`config.mk`:
```
export PLATFORM = sky130hd
export DESIGN_NAME = unidade_mult_div
export DESIGN_NICKNAME = d
export VERILOG_FILES = /design/src/rtl/unidade_mult_div_pkg.sv /design/src/rtl/unidade_mult_div_nucleo_iterativo.sv /design/src/rtl/unidade_mult_div.sv
export SDC_FILE = /design/constraint.sdc
export NUM_CORES = 1
export LEC_CHECK = 0
export ABC_CLOCK_PERIOD_IN_PS = 5300
export CAP_MARGIN = 20
export CORE_MARGIN = 5
export CORE_UTILIZATION = 50
export CTS_CLUSTER_DIAMETER = 80
export DETAILED_ROUTE_END_ITERATION = 10
export GPL_TIMING_DRIVEN = 0
export PLACE_DENSITY = 0.67
export SYNTH_ARGS = -nofsm -noshare
export SYNTH_HDL_FRONTEND = slang
export SYNTH_SLANG_ARGS = --single-unit
```
`constraint.sdc`:
```
create_clock -name clk -period 5.3 [get_ports clk]
set_clock_uncertainty 0.2 [all_clocks]
set_input_delay 1.06 -clock clk [delete_from_list [all_inputs] [get_ports clk]]
set_output_delay 1.06 -clock clk [all_outputs]
set_load 0.05 [all_outputs]
```
`src/rtl/unidade_mult_div_pkg.sv`:
```
// Shared encodings for the iterative multiply/divide unit: operation codes,
// FSM states and the default operand width.
package unidade_mult_div_pkg;

    localparam int LARGURA_PADRAO = 32;

    localparam logic [1:0] OP_MULT  = 2'b00;
    localparam logic [1:0] OP_MULTU = 2'b01;
    localparam logic [1:0] OP_DIV   = 2'b10;
    localparam logic [1:0] OP_DIVU  = 2'b11;

    typedef enum logic [1:0] {
        OCIOSO = 2'd0,
        CALC   = 2'd1,
        AJUSTE = 2'd2
    } estado_t;

endpackage

```
`src/rtl/unidade_mult_div_nucleo_iterativo.sv`:
```
// One iteration of the unsigned datapath: shift-add multiply or restoring
// shift-subtract divide on a {high, low} accumulator, selected by eh_div.
module nucleo_iterativo
    import unidade_mult_div_pkg::*;
#(
    parameter int LARGURA = LARGURA_PADRAO
) (
    input  logic                   eh_div,
    input  logic [2*LARGURA-1:0]   acc_atual,
    input  logic [LARGURA-1:0]     operando,
    output logic [2*LARGURA-1:0]   acc_prox
);

    logic [LARGURA:0] soma;
    logic [LARGURA:0] tentativa;

    always_comb begin
        soma      = {1'b0, acc_atual[2*LARGURA-1:LARGURA]}
                  + (acc_atual[0] ? {1'b0, operando} : {(LARGURA+1){1'b0}});
        // Partial remainder shifted left by one, then trial-subtract the divisor;
        // bit LARGURA of the difference is the borrow.
        tentativa = {acc_atual[2*LARGURA-1:LARGURA], acc_atual[LARGURA-1]}
                  - {1'b0, operando};
        acc_prox  = {soma, acc_atual[LARGURA-1:1]};
        if (eh_div) begin
            if (!tentativa[LARGURA]) begin
                acc_prox = {tentativa[LARGURA-1:0], acc_atual[LARGURA-2:0], 1'b1};
            end else begin
                acc_prox = {acc_atual[2*LARGURA-2:0], 1'b0};
            end
        end
    end

endmodule

```
`src/rtl/unidade_mult_div.sv`:
```
// Iterative MULT/MULTU/DIV/DIVU unit with internal HI/LO registers.
// Optional MTHI/MTLO write ports are enabled by defining MTHI_MTLO_EN.
module unidade_mult_div
    import unidade_mult_div_pkg::*;
#(
    parameter int LARGURA   = LARGURA_PADRAO,
    parameter int CONT_BITS = 6
) (
    input  logic               clk,
    input  logic               rst_n,
    input  logic               inicio,
    input  logic [1:0]         operacao,
    input  logic [LARGURA-1:0] Valor_Reg1,
    input  logic [LARGURA-1:0] Valor_Reg2,
`ifdef MTHI_MTLO_EN
    input  logic               escreve_hi,
    input  logic               escreve_lo,
    input  logic [LARGURA-1:0] dado_mt,
`endif
    output logic [LARGURA-1:0] HI,
    output logic [LARGURA-1:0] LO,
    output logic               ocupado,
    output logic               pronto,
    output logic               div_zero
);

    localparam logic [CONT_BITS-1:0] ULTIMA_ITER = CONT_BITS'(LARGURA - 1);

    estado_t                estado, proximo;
    logic [CONT_BITS-1:0]   contador;
    logic [1:0]             op_reg;
    logic [2*LARGURA-1:0]   acc, acc_prox, produto;
    logic [LARGURA-1:0]     operando_b, quociente, resto, hi_novo, lo_novo;
    logic [LARGURA-1:0]     mag1, mag2;
    logic                   sinal1, sinal2, com_sinal_in, eh_div_in, eh_div;
    logic                   sinal_res, sinal_dividendo, divisor_zero;

    assign eh_div_in    = (operacao == OP_DIV) || (operacao == OP_DIVU);
    assign com_sinal_in = (operacao == OP_MULT) || (operacao == OP_DIV);
    assign sinal1       = com_sinal_in & Valor_Reg1[LARGURA-1];
    assign sinal2       = com_sinal_in & Valor_Reg2[LARGURA-1];
    assign mag1         = sinal1 ? -Valor_Reg1 : Valor_Reg1;
    assign mag2         = sinal2 ? -Valor_Reg2 : Valor_Reg2;
    assign eh_div       = (op_reg == OP_DIV) || (op_reg == OP_DIVU);
    assign ocupado      = (estado != OCIOSO);

    nucleo_iterativo #(.LARGURA(LARGURA)) u_nucleo (
        .eh_div    (eh_div),
        .acc_atual (acc),
        .operando  (operando_b),
        .acc_prox  (acc_prox)
    );

    always_ff @(posedge clk or negedge rst_n) begin
        if (!rst_n) estado <= OCIOSO;
        else        estado <= proximo;
    end

    always_comb begin
        proximo = estado;
        case (estado)
            OCIOSO:  if (inicio) proximo = CALC;
            CALC:    if (contador == ULTIMA_ITER) proximo = AJUSTE;
            AJUSTE:  proximo = OCIOSO;
            default: proximo = OCIOSO;
        endcase
    end

    // Sign fix-up; a zero divisor forces an all-ones quotient while the remainder
    // path naturally reproduces the dividend.
    always_comb begin
        quociente = acc[LARGURA-1:0];
        resto     = acc[2*LARGURA-1:LARGURA];
        produto   = sinal_res ? -acc : acc;
        hi_novo   = produto[2*LARGURA-1:LARGURA];
        lo_novo   = produto[LARGURA-1:0];
        if (eh_div) begin
            hi_novo = sinal_dividendo ? -resto : resto;
            lo_novo = sinal_res ? -quociente : quociente;
            if (divisor_zero) lo_novo = {LARGURA{1'b1}};
        end
    end

    always_ff @(posedge clk or negedge rst_n) begin
        if (!rst_n) begin
            contador        <= '0;
            op_reg          <= OP_MULT;
            acc             <= '0;
            operando_b      <= '0;
            sinal_res       <= 1'b0;
            sinal_dividendo <= 1'b0;
            divisor_zero    <= 1'b0;
            HI              <= '0;
            LO              <= '0;
            pronto          <= 1'b0;
            div_zero        <= 1'b0;
        end else begin
            pronto <= (estado == AJUSTE);
            case (estado)
                OCIOSO: begin
                    if (inicio) begin
                        op_reg          <= operacao;
                        contador        <= '0;
                        div_zero        <= 1'b0;
                        sinal_res       <= sinal1 ^ sinal2;
                        sinal_dividendo <= sinal1 & eh_div_in;
                        divisor_zero    <= (Valor_Reg2 == '0);
                        acc             <= {{LARGURA{1'b0}}, (eh_div_in ? mag1 : mag2)};
                        operando_b      <= eh_div_in ? mag2 : mag1;
                    end
`ifdef MTHI_MTLO_EN
                    else begin
                        if (escreve_hi) HI <= dado_mt;
                        if (escreve_lo) LO <= dado_mt;
                    end
`endif
                end
                CALC: begin
                    acc      <= acc_prox;
                    contador <= contador + 1'b1;
                end
                AJUSTE: begin
                    HI       <= hi_novo;
                    LO       <= lo_novo;
                    div_zero <= eh_div & divisor_zero;
                end
                default: ;
            endcase
        end
    end

endmodule

```
# Word-level counts from Yosys, hierarchy flattened
# Index checks and enable logic that the tools add are counted.
[totals]
register_bits = 175
input_bits = 69
out_inout_bits = 67
wordCells = 69
[op_classes]
add_sub_neg = 8
n_eq_ne = 9
n_mux = 22
bitwise = 5
reduce_logical = 13
[ops]
columns = ["operator", "count"]
rows = [
  ["$mux 32", 10],
  ["$mux 64", 4],
  ["$neg 32->32", 4],
  ["$pmux 64 s2", 1],
  ["$neg 64->64", 1],
  ["$add 32x33->33", 1],
  ["$sub 33x32->33", 1],
  ["$logic_not 32->1", 1],
  ["$pmux 6 s2", 1],
  ["$eq 2x2->1 const B", 5],
  ["$reduce_and 2->1", 4],
  ["$add 6x1->6 const B", 1],
  ["$eq 6x5->1 const B", 1],
  ["$mux 6", 1],
  ["$reduce_bool 2->1", 3],
  ["$and 1x1->1", 4],
  ["$logic_not 2->1", 2],
  ["$mux 2", 2],
  ["$ne 2x2->1 const B", 2],
  ["$pmux 2 s2", 1],
  ["$logic_or 1x1->1", 3],
  ["$eq 2x1->1 const B", 1],
  ["$pmux 1 s2", 1],
  ["$mux 1", 1],
  ["$xor 1x1->1", 1],
]

# Depth between registers and ports, before layout
# Gate-level depths: netlist (run 1).
[depth]
word_depth = 7
ltp_mapped = 13
depth_no_buf = 12

# Hierarchy
# Synthesis (run 1) repeated with hierarchy kept, for this count alone.
[hier_totals]
cells_unflattened = 1959
hier_area_um2 = 15428.5
[modules_own_cells]
columns = ["mod", "n_inst", "cells_per_inst", "area_each_um2"]
rows = [
  ["unidade_mult_div", 1, 1271, 10607.7],
  ["nucleo_iterativo", 1, 688, 4820.9],
]

# Least setup slack after synthesis (run 1)
# OpenSTA, ideal clock, no wires.
[synth_path]
path_kind = "input-to-reg"
startpoint = "input port Valor_Reg1[13]"
endpoint = "register acc[30]"
arrival_ns = 3.368
t_required_ns = 4.974
slack_ns = 1.606
stages = 8
n_path_buf = 0
cell_sequence = "or4_1 -> nor4_1 -> nand4b_1 -> nor4_1 -> a31oi_1 -> xnor2_1 -> a211oi_1 -> a311o_1"
[synth_via]
elab_chain_cells = 5
[synth_rtl]
columns = ["item", "line", "source"]
rows = [
  ["from (decl)", "unidade_mult_div.sv:13", "input logic [LARGURA-1:0] Valor_Reg1,"],
  ["$neg 32->32", "unidade_mult_div.sv:42", "assign mag1 = sinal1 ? -Valor_Reg1 : Valor_Reg1;"],
  ["$mux 32", "unidade_mult_div.sv:42", ""],
  ["$mux 32", "unidade_mult_div.sv:108", "acc <= {{LARGURA{1'b0}}, (eh_div_in ? mag1 : mag2)};"],
  ["$mux 64", "unidade_mult_div.sv:101", "if (inicio) begin"],
  ["$pmux 64 s2", "unidade_mult_div.sv:99", "case (estado)"],
  ["to (signal assigned)", "unidade_mult_div.sv:108", ""],
  ["to (signal assigned)", "unidade_mult_div.sv:119", "acc <= acc_prox;"],
  ["to (decl)", "unidade_mult_div.sv:32", "logic [2*LARGURA-1:0] acc, acc_prox, produto;"],
]
# No other way between the ends. The select of a mux whose other input is x is not followed.
# A chain may end at the register's enable or synchronous reset.

# Final worst setup path (run 1)
[layout_path]
startpoint = "register acc[52]"
endpoint = "register acc[62]"
[layout_via]
elab_chain_cells = 4
word_cells_on_any_way = 5
classes_between = "add/sub (2); mux (3)"
[layout_rtl]
columns = ["item", "line", "source"]
rows = [
  ["$sub 33x32->33", "unidade_mult_div_nucleo_iterativo.sv:23", "- {1'b0, operando};"],
  ["$mux 64", "unidade_mult_div_nucleo_iterativo.sv:26", "if (!tentativa[LARGURA]) begin"],
  ["$mux 64 (*)", "unidade_mult_div_nucleo_iterativo.sv:25", "if (eh_div) begin"],
  ["$pmux 64 s2 (*)", "unidade_mult_div.sv:99", ""],
]
# Every way passes the cells marked *; elsewhere a longest branch is shown, timed or not.

==> results.md, run 1 <==
* Antenna violations before repair at 0
* Final Hold Fails at 0
* VDD IR max at 0.4658 mV
* Area Growth Syn to Fin at 16.77%
* CTS Hold Buffers Added at 0
* Placed cells at 2,423
* Row count at 63
* Worst R2R Path Depth at 11
* DR WL/cell at 21.88 um
* Initial drt markers at 1,597
* CTS tree: built
* Worst Setup Start Kind: flip-flop
* Fill count at 2,717
* Die ar. at 33,140 um2
* Largest net degree at the start of global routing at 124
* Sw frac at 51.59%
* Post-Route WL at 53,720 um
* Placed Area at 16,660 um2
* Ports at 136
* Vias in the first global route at 14,123
* Worst Setup Path Type: reg -> reg
* Die height at 182.1 um
* Asr flop ratio synth at 100.0%
* Largest area contributor in the netlist: dfrtp_1
* Leak at 7.046 nW
* Worst Hold Path Cells at 2
* Routability cong. at 0.9576
* Req. time, crit path at 5450 ps
* Max Slew Vio Count at 0
* Layout cells sized above 1 at 2.857%
* Worst hold start: HI[5]
* Syn. warnings at 0
* Total track usage at 31.37%
* IO Port Bufs at 134
* Clk root buf: clkbuf_16
* Max reg flops at 64
* DRC errors left at 0
* Arrival @ worst endpoint at 5160 ps
* RSZ-0062 raised after global routing: no
* Seq/Total Area, Yosys at 29.42%
* Net switching power at 5.239 mW
* Final setup TNS at 0 ps
* Cell Pwr Density at 587.6 nW/um2
* Max cap viols at 0
* Outcome: finished, final reports clean
* Post-synth top flop: dfrtp_1
* Clock slew at reported path FFs at 80 ps
* Clock buffer depth at 2
* Biggest register: acc
* Cell Area, Synth at 14,800 um2
* Internal power at 4.917 mW
* Chip Width at 182.1 um
* Worst-margin pin slew at 1074 ps
* Final net count at 2,192
* Post-route ant nets at 0
* Starting Density at 50.34%
* Cell area after layout at 17,280 um2
* Post-Syn Instances at 1,898
* Number of synthesized register bits at 174
* Ant. Diodes at 0
* CP Max Fanout at 10
* RR Startpoint: acc[52]
* Top-count cell post-synth: nor2_1
* Worst slew margin at 26.57%
* Hold crit path type: reg -> reg
* Unique masters post-synth at 74
* Num CTS Buffers at 17
* Clock latency at the later pin of the worst-skew pair at 450 ps
* Remaining global-route overflow at 0
* Dpl hpwl at 42,600 um
* Core area at 29,400 um2
* Clk pwr share at 13.4%
* First-pass GRT wire length at 82,360 um
* Syn Area/Cell at 7.799 um2
* Vias at 15,313
* DRT Pass-1 Iters at 6
* Postcts setup bufs at 0
* Via-to-Cell Ratio at 6.237
* Final setup fails at 0
* Achievable Freq at 199.8 MHz
* Gate power share at 63.3%
* Post-cts resize count at 0
* Post-layout minimum cycle time at 5005 ps
* CTS H-tree lvls at 4
* Crit share post-route at 94.43%
* Critical path capture point type: flip-flop
* Syn Nets at 2,038
* Fin cells at 2,455
* RR Endpoint: acc[62]
* Post-synth EDFFs at 0
* Sink Count at 174
* Hold EP: HI[5]
* Design Power at 10.16 mW
* Sequential power share at 23.3%
* Dominant cells by area after synthesis: dfrtp_1, a21oi_1, o21ai_0
* Reg2Reg Setup Slack at 300 ps
* Yosys top cell area share at 29.42%
* Most frequent cells after synthesis: nor2_1, a21oi_1, nand2_1, o21ai_0, dfrtp_1
per-stage QoR:
| step | hold slack, ps | setup slack, ps | utilization (%) |
|---|---|---|---|
| 6_report | 277.8 | 295.2 | 58.79 |
| 5_1_grt | 298.0 | 71.55 | 58.79 |
| 4_1_cts | 285.6 | 501.6 | 58.79 |
| 3_5_place_dp | 270.8 | 329.1 | 56.67 |
| 3_3_place_gp | 263.7 | -4383 | 56.56 |
| 2_1_floorplan | 248.9 | 1606 | - |
kinds of logic after synthesis:
kind of cell | count (synthesis) | synth area share (%)
mux | 60 | 4.091
buf+inv | 175 | 4.463
simple gates | 624 | 19.97
fa+ha+maj | 71 | 6.103
compound gates | 629 | 26.19
flops | 174 | 29.42
xor+xnor | 165 | 9.763
layout by cell type (no fill, tap or decap), drive strengths merged, types with 6 or more instances in the layout:
cell,synthesis,layout
dfrtp,174,174
a21oi,189,189
a22oi,24,24
o21ai,177,177
nor4,19,19
o21a,19,19
a211oi,35,35
xnor2,89,89
o31ai,21,21
o21bai,11,11
inv,65,72
and3,12,12
o221ai,6,6
nand2,182,182
clkdlybuf4s50,0,133
nor2b,20,20
ha,69,69
buf,13,15
nor3,44,44
mux2i,56,56
o211ai,27,27
o22ai,7,7
or3,28,28
or2,9,9
a21o,34,34
nand2b,13,13
nor2,196,196
clkbuf,97,114
o41ai,11,11
a31oi,21,21
xor2,76,76
nand4,16,16
and2,15,15
nand3,30,30
or4,21,21
routing by layer:
metal / GRT usage [%] / part of all wire [%] / vias to the layer above
li1: - / - / 7190
met1: 46.58 / 45 / 7333
met2: 46.73 / 43 / 688
met3: 4.903 / 8.0 / 102
met4: 10.39 / 3.3 / 0
met5: 0 / 0 / -
worst max-delay path by stage:
stage / from / endpoint / slack, ps / cells after the start
finish: acc[52] / acc[62] / 300 / 11
global placement: rst_n / operando_b[21] / -4380 / 1
floorplan: Valor_Reg1[13] / acc[30] / 1610 / 8
global route: acc[52] / acc[62] / 70 / 11
detailed placement: Valor_Reg1[11] / acc[30] / 330 / 9
CTS: acc[52] / acc[62] / 500 / 11
worst max-delay path: stages, from the launching register on:
cell and delay, ps:
dfrtp_1 570, ha_1 370, clkbuf_1 290, a21oi_1 150, o21ai_0 570, a22oi_1 200
a221oi_1 670, nor3_1 260, nor2_1 640, buf_2 500, nand4b_1 240, a211oi_1 260
final cells by class:
type	instances	area [um2]	area share (%)
multi-input combinational	1549	9787	56.62
sequential	174	4354	25.19
timing repair buffer	135	1374	7.948
tap	390	488.0	2.823
clock buffer	17	425.4	2.461
buffer	110	416.7	2.411
inverter	65	244.0	1.412
clock inverter	15	195.2	1.129
power by group through the flow:
stage	clock network, mW	logic, mW	registers (mW)
3_5_place_dp	0	6.27	2.35
6_report	1.36	6.43	2.37
3_3_place_gp	0	6.21	2.35
4_1_cts	1.37	6.30	2.33
2_1_floorplan	0	4.67	2.08
5_1_grt	1.43	7.02	2.40
Power figures use the tool's default switching activity.
==> run 2, diff against run 1 <==
--- a/config.mk
+++ b/config.mk
@@ -9,6 +9,7 @@
 export CAP_MARGIN = 20
 export CORE_MARGIN = 5
 export CORE_UTILIZATION = 50
+export CTS_BUF_LIST = sky130_fd_sc_hd__clkbuf_8
 export CTS_CLUSTER_DIAMETER = 80
 export DETAILED_ROUTE_END_ITERATION = 10
 export GPL_TIMING_DRIVEN = 0
==> results.md, run 2 (same netlist as run 1, synthesis figures left out) <==
* CP Max Fanout at 10
* Core area at 29,400 um2
* Starting Density at 50.34%
* RR Endpoint: acc[62]
* DRC errors left at 0
* Post-cts resize count at 0
* Crit share post-route at 94.07%
* Final setup TNS at 0 ps
* Clock latency at the later pin of the worst-skew pair at 500 ps
* Die height at 182.1 um
* Area Growth Syn to Fin at 15.48%
* Arrival @ worst endpoint at 5200 ps
* Worst R2R Path Depth at 11
* Net switching power at 5.228 mW
* Chip Width at 182.1 um
* Postcts setup bufs at 0
* Req. time, crit path at 5520 ps
* Max reg flops at 64
* Row count at 63
* Max cap viols at 0
* WHS at 271.5 ps
* Outcome: finished, final reports clean
* CTS H-tree lvls at 4
* Clk pwr share at 10.7%
* Placed Area at 16,660 um2
* Critical path's top delay family: compound AO/OA/AOI/OAI gates
* Achievable Freq at 200.6 MHz
* Pre-CTS WS at 329.1 ps
* Sequential power share at 24.0%
* Max stage delay cell, worst path: a221oi_1
* Max Slew Vio Count at 0
* VDD IR max at 0.4685 mV
* Slowest stage delay, CP at 670 ps
* Clk root buf: clkbuf_8
* Final Hold Fails at 0
* Via-to-Cell Ratio at 6.221
* Post-layout minimum cycle time at 4986 ps
* Die ar. at 33,140 um2
* Gate power share at 65.3%
* Post-Route WL at 53,820 um
* IO Port Bufs at 134
* Cell area after layout at 17,090 um2
* Cell Pwr Density at 577.2 nW/um2
* Dpl hpwl at 42,600 um
* Critical path capture point type: flip-flop
* Leak at 6.959 nW
* Sink Count at 174
* Ant. Diodes at 0
* CTS Hold Buffers Added at 0
* Worst slew margin at 19.84%
* Post-route ant nets at 0
* DRT Pass-1 Iters at 6
* Antenna violations before repair at 0
* Hold crit path type: in -> async
* Worst Setup Path Type: reg -> reg
* Total track usage at 31.35%
* Worst Slack Setup Final at 314.3 ps
* Num CTS Buffers at 17
* Final setup fails at 0
* CTS tree: built
* First-pass GRT wire length at 82,190 um
* Worst-margin pin slew at 1172 ps
* Cells along the critical path: ha_1 -> clkbuf_1 -> a21oi_1 -> o21ai_0 -> a22oi_1 -> a221oi_1 -> nor3_1 -> nor2_1 -> buf_2 -> nand4b_1 -> a211oi_1
* RSZ-0062 raised after global routing: no
* Final net count at 2,192
* Reg2Reg Setup Slack at 310 ps
* Layout cells sized above 1 at 2.857%
* Buf+Inv Stages, Crit Path at 2
* Largest net degree at the start of global routing at 124
* Biggest register: acc
* Vias at 15,273
* Sw frac at 52.99%
* Commonest non-fill, non-tap cell in the layout: nor2_1
* Initial drt markers at 1,591
* Ports at 136
* Clock slew at reported path FFs at 120 ps
* Internal power at 4.638 mW
* Vias in the first global route at 14,143
* Most frequent cells in the layout: nor2_1, a21oi_1, nand2_1
* RR Startpoint: acc[52]
* Routability cong. at 0.9576
* DR WL/cell at 21.92 um
* Worst Setup Start Kind: flip-flop
* Clock buffer depth at 2
* Remaining global-route overflow at 0
run 2: changes by cell type in the layout (fill, tap and decap cells not counted):
cell | previous run | this run
clkbuf_8 | 0 | 17
clkbuf_16 | 17 | 0
run 2: worst max-delay path by stage:
| stage | start | end | cells after the start |
|---|---|---|---|
| 5_1_grt | acc[52] | acc[62] | 11 |
| 3_5_place_dp | Valor_Reg1[11] | acc[30] | 9 |
| 6_report | acc[52] | acc[62] | 11 |
| 4_1_cts | acc[52] | acc[62] | 11 |
| 2_1_floorplan | Valor_Reg1[13] | acc[30] | 8 |
| 3_3_place_gp | rst_n | operando_b[21] | 1 |
run 2: worst reg2reg max path: cells and delay by family, from the launching register on:
family,cells,cell delay (ps)
AO/OA/AOI/OAI,5,1820
AND/OR/NAND/NOR,3,1120
buffers and inverters,2,790
flip-flops,1,580
adder cells (fa/ha/maj),1,370
run 2: layout make-up:
class,count,area (um2)
tap,390,488.0
multi-input combinational,1549,9787
timing repair buffer,135,1374
clock buffer,17,234.0
clock inverter,15,195.2
inverter,65,244.0
sequential,174,4354
fill,2753,12310
buffer,110,416.7
run 2: metrics by stage:
step,cells,power [mW],utilization (%)
after global routing,2455,10.53,58.13
after global placement,2422,8.559,56.56
after floorplan,1898,6.746,-
after detailed placement,2423,8.620,56.67
after CTS,2455,9.679,58.13
final,2455,9.866,58.13
run 2: layer usage:
layer	vias to the layer above	GRT usage [%]	wire length (um)
met3	99	5.740	4675
met1	7290	46.05	24090
met4	0	10.60	1821
li1	7191	-	-
met5	-	0	0
met2	693	46.58	23230
run 2: power groups by stage:
stage / logic [mW] / registers [mW] / clock network, mW
after floorplan: 4.67 / 2.08 / 0
after global placement: 6.21 / 2.35 / 0
after detailed placement: 6.27 / 2.35 / 0
after CTS: 6.30 / 2.33 / 1.05
after global routing: 7.02 / 2.40 / 1.11
final: 6.44 / 2.37 / 1.06
==> run 3, diff against run 2 <==
--- a/config.mk
+++ b/config.mk
@@ -13,6 +13,7 @@
 export CTS_CLUSTER_DIAMETER = 80
 export DETAILED_ROUTE_END_ITERATION = 10
 export GPL_TIMING_DRIVEN = 0
+export HOLD_SLACK_MARGIN = 0.1
 export PLACE_DENSITY = 0.67
 export SYNTH_ARGS = -nofsm -noshare
 export SYNTH_HDL_FRONTEND = slang
==> results of run 3 <==
The final DEF is identical to that of run 2; final timing and power are the same.
